$ cat config.mk
export PLATFORM = sky130hd
export DESIGN_NAME = tournament_update_queue_flat
export DESIGN_NICKNAME = d
export VERILOG_FILES = /design/src/rtl/tournament_update_queue_if.sv /design/src/rtl/tournament_update_queue.sv /design/src/flat_wrapper.sv
export SDC_FILE = /design/constraint.sdc
export NUM_CORES = 1
export LEC_CHECK = 0
export ABC_AREA = 0
export ABC_CLOCK_PERIOD_IN_PS = 7300
export BUFFER_PORTS_ARGS = -buffer_cell sky130_fd_sc_hd__buf_4
export CAP_MARGIN = 20
export CORE_MARGIN = 2
export CORE_UTILIZATION = 60
export DETAILED_ROUTE_END_ITERATION = 6
export GPL_TIMING_DRIVEN = 0
export PLACE_DENSITY = 0.79
export SLEW_MARGIN = 30
export SYNTH_ARGS = -nofsm -noshare
export SYNTH_HDL_FRONTEND = slang
export SYNTH_SLANG_ARGS = --single-unit
$ cat constraint.sdc
create_clock -name clock -period 7.3 [get_ports clock]
set_input_delay 2.19 -clock clock [delete_from_list [all_inputs] [get_ports clock]]
set_output_delay 2.19 -clock clock [all_outputs]
set_load 0.05 [all_outputs]
$ cat src/rtl/tournament_update_queue_if.sv
// rtl/tournament_update_queue_if.sv - prediction/resolve/update bundle for the tournament update queue
interface tournament_update_queue_if #(
  parameter int HIST_W = 12,
  parameter int PC_W   = 10,
  parameter int DEPTH  = 8
);
  localparam int OCC_W = $clog2(DEPTH) + 1;

  logic              pred_valid;
  logic              pred_ready;
  logic [PC_W-1:0]   pred_pc;
  logic              pred_local;
  logic              pred_global;
  logic              pred_choice;
  logic              resolve_valid;
  logic              resolve_taken;
  logic [HIST_W-1:0] global_history;
  logic              upd_valid;
  logic [HIST_W-1:0] upd_index;
  logic [PC_W-1:0]   upd_pc;
  logic              upd_taken;
  logic              upd_choice_en;
  logic              upd_choice_dir;
  logic              mispredict;
  logic              underflow_err;
  logic [OCC_W-1:0]  occupancy;

  modport slave (
    input  pred_valid, pred_pc, pred_local, pred_global, pred_choice,
    input  resolve_valid, resolve_taken,
    output pred_ready, global_history,
    output upd_valid, upd_index, upd_pc, upd_taken, upd_choice_en, upd_choice_dir,
    output mispredict, underflow_err, occupancy
  );

  modport master (
    output pred_valid, pred_pc, pred_local, pred_global, pred_choice,
    output resolve_valid, resolve_taken,
    input  pred_ready, global_history,
    input  upd_valid, upd_index, upd_pc, upd_taken, upd_choice_en, upd_choice_dir,
    input  mispredict, underflow_err, occupancy
  );
endinterface

$ cat src/rtl/tournament_update_queue.sv
// rtl/tournament_update_queue.sv - in-flight tournament prediction queue, speculative GHR and table update issue
module tournament_update_queue #(
  parameter int HIST_W = 12,
  parameter int PC_W   = 10,
  parameter int DEPTH  = 8
) (
  input  logic                      clock,
  input  logic                      reset,
  tournament_update_queue_if.slave  bus
);
  localparam int PTR_W = $clog2(DEPTH);
  localparam int OCC_W = PTR_W + 1;
  localparam logic [OCC_W-1:0] DEPTH_C = OCC_W'(DEPTH);

  // Entry storage carries no reset; validity is defined by the pointers and occupancy.
  logic [PC_W-1:0]   pc_mem_q     [DEPTH];
  logic              local_mem_q  [DEPTH];
  logic              global_mem_q [DEPTH];
  logic              fp_mem_q     [DEPTH];
  logic [HIST_W-1:0] ckpt_mem_q   [DEPTH];

  logic [PTR_W-1:0]  rd_ptr_q, rd_ptr_d;
  logic [PTR_W-1:0]  wr_ptr_q, wr_ptr_d;
  logic [OCC_W-1:0]  occ_q, occ_d;
  logic [HIST_W-1:0] ghr_q, ghr_d;
  logic              ready_q, ready_d;
  logic              upd_valid_q, upd_valid_d;
  logic [HIST_W-1:0] upd_index_q, upd_index_d;
  logic [PC_W-1:0]   upd_pc_q, upd_pc_d;
  logic              upd_taken_q, upd_taken_d;
  logic              upd_choice_en_q, upd_choice_en_d;
  logic              upd_choice_dir_q, upd_choice_dir_d;
  logic              mispredict_q, mispredict_d;
  logic              underflow_q, underflow_d;

  logic              enq;
  logic              enq_fp;
  logic              empty;
  logic              res;
  logic              mis;
  logic              mem_we;
  logic [PC_W-1:0]   head_pc;
  logic              head_local;
  logic              head_global;
  logic              head_fp;
  logic [HIST_W-1:0] head_ckpt;

  always_comb begin
    enq         = bus.pred_valid && ready_q;
    enq_fp      = bus.pred_choice ? bus.pred_global : bus.pred_local;
    empty       = (occ_q == '0);
    res         = bus.resolve_valid && !empty;
    head_pc     = pc_mem_q[rd_ptr_q];
    head_local  = local_mem_q[rd_ptr_q];
    head_global = global_mem_q[rd_ptr_q];
    head_fp     = fp_mem_q[rd_ptr_q];
    head_ckpt   = ckpt_mem_q[rd_ptr_q];
    mis         = res && (head_fp != bus.resolve_taken);
    mem_we      = enq && !mis;
  end

  always_comb begin
    rd_ptr_d         = rd_ptr_q;
    wr_ptr_d         = wr_ptr_q;
    occ_d            = occ_q;
    ghr_d            = ghr_q;
    upd_valid_d      = 1'b0;
    upd_index_d      = upd_index_q;
    upd_pc_d         = upd_pc_q;
    upd_taken_d      = upd_taken_q;
    upd_choice_en_d  = upd_choice_en_q;
    upd_choice_dir_d = upd_choice_dir_q;
    mispredict_d     = 1'b0;
    underflow_d      = bus.resolve_valid && empty;

    if (res) begin
      rd_ptr_d         = rd_ptr_q + PTR_W'(1);
      upd_valid_d      = 1'b1;
      upd_index_d      = head_ckpt;
      upd_pc_d         = head_pc;
      upd_taken_d      = bus.resolve_taken;
      upd_choice_en_d  = (head_local != head_global);
      upd_choice_dir_d = (head_global == bus.resolve_taken);
    end

    // A mispredict flushes everything younger, including a same-cycle enqueue.
    if (mis) begin
      mispredict_d = 1'b1;
      wr_ptr_d     = rd_ptr_q + PTR_W'(1);
      occ_d        = '0;
      ghr_d        = {head_ckpt[HIST_W-2:0], bus.resolve_taken};
    end else begin
      if (enq) begin
        wr_ptr_d = wr_ptr_q + PTR_W'(1);
        ghr_d    = {ghr_q[HIST_W-2:0], enq_fp};
      end
      occ_d = occ_q + OCC_W'(enq) - OCC_W'(res);
    end

    ready_d = (occ_d < DEPTH_C);
  end

  always_ff @(posedge clock) begin
    if (mem_we) begin
      pc_mem_q[wr_ptr_q]     <= bus.pred_pc;
      local_mem_q[wr_ptr_q]  <= bus.pred_local;
      global_mem_q[wr_ptr_q] <= bus.pred_global;
      fp_mem_q[wr_ptr_q]     <= enq_fp;
      ckpt_mem_q[wr_ptr_q]   <= ghr_q;
    end
  end

  always_ff @(posedge clock) begin
    if (reset) begin
      rd_ptr_q         <= '0;
      wr_ptr_q         <= '0;
      occ_q            <= '0;
      ghr_q            <= '0;
      ready_q          <= 1'b1;
      upd_valid_q      <= 1'b0;
      upd_index_q      <= '0;
      upd_pc_q         <= '0;
      upd_taken_q      <= 1'b0;
      upd_choice_en_q  <= 1'b0;
      upd_choice_dir_q <= 1'b0;
      mispredict_q     <= 1'b0;
      underflow_q      <= 1'b0;
    end else begin
      rd_ptr_q         <= rd_ptr_d;
      wr_ptr_q         <= wr_ptr_d;
      occ_q            <= occ_d;
      ghr_q            <= ghr_d;
      ready_q          <= ready_d;
      upd_valid_q      <= upd_valid_d;
      upd_index_q      <= upd_index_d;
      upd_pc_q         <= upd_pc_d;
      upd_taken_q      <= upd_taken_d;
      upd_choice_en_q  <= upd_choice_en_d;
      upd_choice_dir_q <= upd_choice_dir_d;
      mispredict_q     <= mispredict_d;
      underflow_q      <= underflow_d;
    end
  end

  assign bus.pred_ready     = ready_q;
  assign bus.global_history = ghr_q;
  assign bus.occupancy      = occ_q;
  assign bus.upd_valid      = upd_valid_q;
  assign bus.upd_index      = upd_index_q;
  assign bus.upd_pc         = upd_pc_q;
  assign bus.upd_taken      = upd_taken_q;
  assign bus.upd_choice_en  = upd_choice_en_q;
  assign bus.upd_choice_dir = upd_choice_dir_q;
  assign bus.mispredict     = mispredict_q;
  assign bus.underflow_err  = underflow_q;
endmodule

$ cat src/flat_wrapper.sv
// flat-port wrapper written by rule: the top's interface ports become plain ports
module tournament_update_queue_flat 
#(
  parameter int HIST_W = 12,
  parameter int PC_W   = 10,
  parameter int DEPTH  = 8
)
  (clock, reset, bus_pred_valid, bus_pred_pc, bus_pred_local, bus_pred_global, bus_pred_choice, bus_resolve_valid, bus_resolve_taken, bus_pred_ready, bus_global_history, bus_upd_valid, bus_upd_index, bus_upd_pc, bus_upd_taken, bus_upd_choice_en, bus_upd_choice_dir, bus_mispredict, bus_underflow_err, bus_occupancy);
  tournament_update_queue_if #(.HIST_W(HIST_W), .PC_W(PC_W), .DEPTH(DEPTH)) bus_i ();
  input  logic clock;
  input  logic reset;
  input wire logic [$bits(bus_i.pred_valid)-1:0] bus_pred_valid;
  input wire logic [$bits(bus_i.pred_pc)-1:0] bus_pred_pc;
  input wire logic [$bits(bus_i.pred_local)-1:0] bus_pred_local;
  input wire logic [$bits(bus_i.pred_global)-1:0] bus_pred_global;
  input wire logic [$bits(bus_i.pred_choice)-1:0] bus_pred_choice;
  input wire logic [$bits(bus_i.resolve_valid)-1:0] bus_resolve_valid;
  input wire logic [$bits(bus_i.resolve_taken)-1:0] bus_resolve_taken;
  output wire logic [$bits(bus_i.pred_ready)-1:0] bus_pred_ready;
  output wire logic [$bits(bus_i.global_history)-1:0] bus_global_history;
  output wire logic [$bits(bus_i.upd_valid)-1:0] bus_upd_valid;
  output wire logic [$bits(bus_i.upd_index)-1:0] bus_upd_index;
  output wire logic [$bits(bus_i.upd_pc)-1:0] bus_upd_pc;
  output wire logic [$bits(bus_i.upd_taken)-1:0] bus_upd_taken;
  output wire logic [$bits(bus_i.upd_choice_en)-1:0] bus_upd_choice_en;
  output wire logic [$bits(bus_i.upd_choice_dir)-1:0] bus_upd_choice_dir;
  output wire logic [$bits(bus_i.mispredict)-1:0] bus_mispredict;
  output wire logic [$bits(bus_i.underflow_err)-1:0] bus_underflow_err;
  output wire logic [$bits(bus_i.occupancy)-1:0] bus_occupancy;
  assign bus_i.pred_valid = bus_pred_valid;
  assign bus_i.pred_pc = bus_pred_pc;
  assign bus_i.pred_local = bus_pred_local;
  assign bus_i.pred_global = bus_pred_global;
  assign bus_i.pred_choice = bus_pred_choice;
  assign bus_i.resolve_valid = bus_resolve_valid;
  assign bus_i.resolve_taken = bus_resolve_taken;
  assign bus_pred_ready = bus_i.pred_ready;
  assign bus_global_history = bus_i.global_history;
  assign bus_upd_valid = bus_i.upd_valid;
  assign bus_upd_index = bus_i.upd_index;
  assign bus_upd_pc = bus_i.upd_pc;
  assign bus_upd_taken = bus_i.upd_taken;
  assign bus_upd_choice_en = bus_i.upd_choice_en;
  assign bus_upd_choice_dir = bus_i.upd_choice_dir;
  assign bus_mispredict = bus_i.mispredict;
  assign bus_underflow_err = bus_i.underflow_err;
  assign bus_occupancy = bus_i.occupancy;
  tournament_update_queue #(.HIST_W(HIST_W), .PC_W(PC_W), .DEPTH(DEPTH)) u_core (.clock(clock), .reset(reset), .bus(bus_i));
endmodule
==> flow_summary_export.csv <==
group,metric,value,unit
synthesis,synthesis.nets,552,
routing,via_count,5379,
finish,n_antenna_cell,0,
grt,grt_max_degree,21,
worst_setup_path,criticalPathCategory,"input pin to flop",
worst_setup_path,required,7.70,ns
grt,gr-total-overflow,0,
floorplanning,row_count,46,
routing,vias_per_cell,6.18,
synthesis,yosysWarnings,0,
timing,drv_slew,0,
routing,drc,0,
floorplanning,die_h,131,um
clock_network,clk_latency,0.52,ns
timing,fmax,234,MHz
clock_network,ctsHoldBuffers,0,
worst_setup_path,crit_fanout,10,
timing,period_minus_slack,4.27,ns
worst_setup_path,startpoint_type,"input pin",
timing,setup_viol,0,
floorplanning,initial_core_util,61.4,%
clock_network,ctsRootBufferMaster,"clkbuf_16",
status,outcome,"completed",
clock_network,ctsResizeCount,0,
routing,drt_iter0_markers,523,
floorplanning,io_pins,63,
synthesis,yosysTopAreaCellShare,61.8,%
floorplanning,die_area,0.0172,mm2
power,ir_drop,209,uV
synthesis,ys_top_cells_by_area,"edfxtp_1 (62%), mux4_2 (11%), dfxtp_1 (11%)",
timing,setup_slack,3.03,ns
clock_network,clkSlewWorstSetupHoldPaths,0.06,ns
routing,drt_pass1_iterations,4,
worst_hold_path,hold_path.class,"flop to flop",
floorplanning,core_area,0.0158,mm2
synthesis,synth_ff_type,"edfxtp_1",
timing,timing.hold.ws,0.479,ns
clock_network,clockBufferDepth,3,
placed_design,place_area,0.0107,mm2
synthesis,synth_top_cell_by_area,"edfxtp_1",
finish,layout-drive-gt1-share,28.9,%
synthesis,async_flop_share,0,%
floorplanning,die_w,131,um
worst_setup_path,regToRegSetupSlack,3.77,ns
power,powerDensity,403,mW/mm2
worst_setup_path,worstPathArrival,4.67,ns
grt,grt_pass1_vias,5676,
grt,grt_use_total,25.2,%
timing,rsz0062_at_grt,"false",
synthesis,syn_inst,526,
synthesis,synth-edff-count,200,
power,leakagePower,3.92,nW
synthesis,syn-cell-area,0.00971,mm2
placed_design,gp_congestion,0.768,
timing,post-route-period-util,58.5,%
timing,worstMarginPinSlew,0.860,ns
finish,areaGrowthSynthToFinish,17.9,%
clock_network,post-cts-setup-buffer-count,0,
finish,layout.nets,663,
clock_network,cts_tree,"built",
timing,skew,0.0221,ns
routing,ant_nets,0,
synthesis,synth_area_per_cell,18.5,um2
flow_run,maxCapViolations,0,
timing,relSlewSlack,42.7,%
placed_design,dp_hpwl,14000,um
routing,wl_per_cell,24.4,um
timing,hold_viol,0,
placed_design,place_ws,2.54,ns
clock_network,cts.sinks,254,
finish,final_cell_area,0.0115,mm2
worst_setup_path,cp-end-kind,"flop",
grt,grt_antenna_before_repair,0,
grt,grt_pass1_wl,33000,um
synthesis,ys_seq_area_share,73.0,%
clock_network,cts_buffers,25,
timing,tns,0,ns
synthesis,yosysUniqueCellTypes,41,
routing,wirelength,21300,um
placed_design,io_buffers,61,
synthesis,ys_seq_elements,254,
clock_network,htree_levels,1,
## worst max-delay path, cell delays in order
cell and delay, ns:
buf_4 0.12, nand2_1 0.23, clkinv_1 0.23, clkbuf_1 0.49, ha_1 0.31, inv_1 0.06, ha_1 0.27, a21o_1 0.17
a21oi_1 0.19, xnor2_1 0.11, or3_1 0.30
## cell usage in the layout, fill, tap and decap left out, drive strengths merged, types with 3 or more instances in the layout
cell type,Yosys,final
nor2,34,34
buf,15,99
a211oi,24,24
nor3b,3,3
mux2i,25,25
clkbuf,16,55
clkinv,1,5
mux2,7,7
nor2b,12,12
mux4,49,49
edfxtp,200,200
nor4b,3,3
inv,9,9
xnor2,6,6
a21oi,5,5
a221oi,13,13
ha,7,7
and3,3,3
dfxtp,54,54
nand2,11,11
xor2,4,4
nor3,15,15
## cell usage after synthesis, types with 2 or more instances
master,n
clkbuf_1,16
nor2b_1,12
ha_1,7
mux2i_1,25
buf_2,6
xnor2_1,6
inv_1,8
edfxtp_1,200
buf_6,2
nor3b_2,2
mux2_2,3
a221oi_1,13
mux2_1,2
buf_1,6
nor2_1,34
a21oi_1,5
xor2_1,4
nor3_1,15
dfxtp_1,54
mux4_2,49
a211oi_1,24
mux2_4,2
and3_1,3
nand2_1,11
## per-stage QoR
| step | power (mW) | cells | utilization, % |
|---|---|---|---|
| 4_1_cts | 4.63 | 871 | 72.4 |
| 3_3_place_gp | 3.35 | 803 | 66.0 |
| 6_report | 4.62 | 871 | 72.4 |
| 2_1_floorplan | 2.97 | 526 | - |
| 3_5_place_dp | 3.44 | 826 | 67.7 |
| 5_1_grt | 4.78 | 871 | 72.4 |
## sequential cells by signal, summed over array words and instances, names as in the netlist, named ones only
name and flops:
u_core.bus.underflow_err 1, u_core.fp_mem_q 8, u_core.bus.global_history 12, u_core.bus.upd_valid 1, u_core.bus.mispredict 1, u_core.bus.upd_choice_dir 1
u_core.bus.upd_choice_en 1, u_core.bus.upd_index 12, u_core.pc_mem_q 80, u_core.rd_ptr_q 3, u_core.bus.occupancy 4, u_core.wr_ptr_q 3
u_core.global_mem_q 8, u_core.bus.pred_ready 1, u_core.local_mem_q 8, u_core.bus.upd_pc 10, u_core.ckpt_mem_q 96, u_core.bus.upd_taken 1
## power by group
part | switching [mW] | total [mW] | internal, mW
registers | 0.152 | 2.00 | 1.84
clock network | 0.504 | 1.18 | 0.681
logic | 0.899 | 1.44 | 0.536
total | 1.56 | 4.62 | 3.06
## cell families after synthesis
| kind of cell | count (synthesis) | synth area share [%] |
|---|---|---|
| simple gates | 88 | 4.87 |
| mux | 81 | 14.8 |
| xor+xnor | 10 | 0.902 |
| flops | 254 | 73.0 |
| compound gates | 44 | 3.47 |
| buf+inv | 41 | 1.86 |
| fa+ha+maj | 8 | 1.11 |
## routing by layer
| layer | wire length (um) | global-route usage, % | vias to the layer above |
|---|---|---|---|
| li1 | - | - | 2320 |
| met1 | 8770 | 35.3 | 2726 |
| met2 | 10200 | 40.6 | 271 |
| met3 | 1540 | 3.94 | 62 |
| met4 | 736 | 9.66 | 0 |
| met5 | 0 | 0 | - |
## path summary, 6_finish.rpt
kind,startpoint,end,depth (start not counted)
worst max-delay path,bus_resolve_valid,u_core.bus.pred_ready,11
worst min-delay path,u_core.bus.upd_taken,u_core.bus.upd_taken,2
worst max register to register,u_core.bus.occupancy[2],u_core.bus.pred_ready,13
worst min register to register,u_core.bus.upd_taken,u_core.bus.upd_taken,2
## final cells by class
class	instances	area [um2]
Sequential cell	254	7090
Fill cell	956	4380
Multi-Input combinational cell	231	2490
Clock buffer	39	688
Timing Repair Buffer	84	682
Tap cell	216	270
Buffer	31	143
Clock inverter	6	56.3
Inverter	10	37.5
Note: power is estimated with default switching activity, not from simulation.
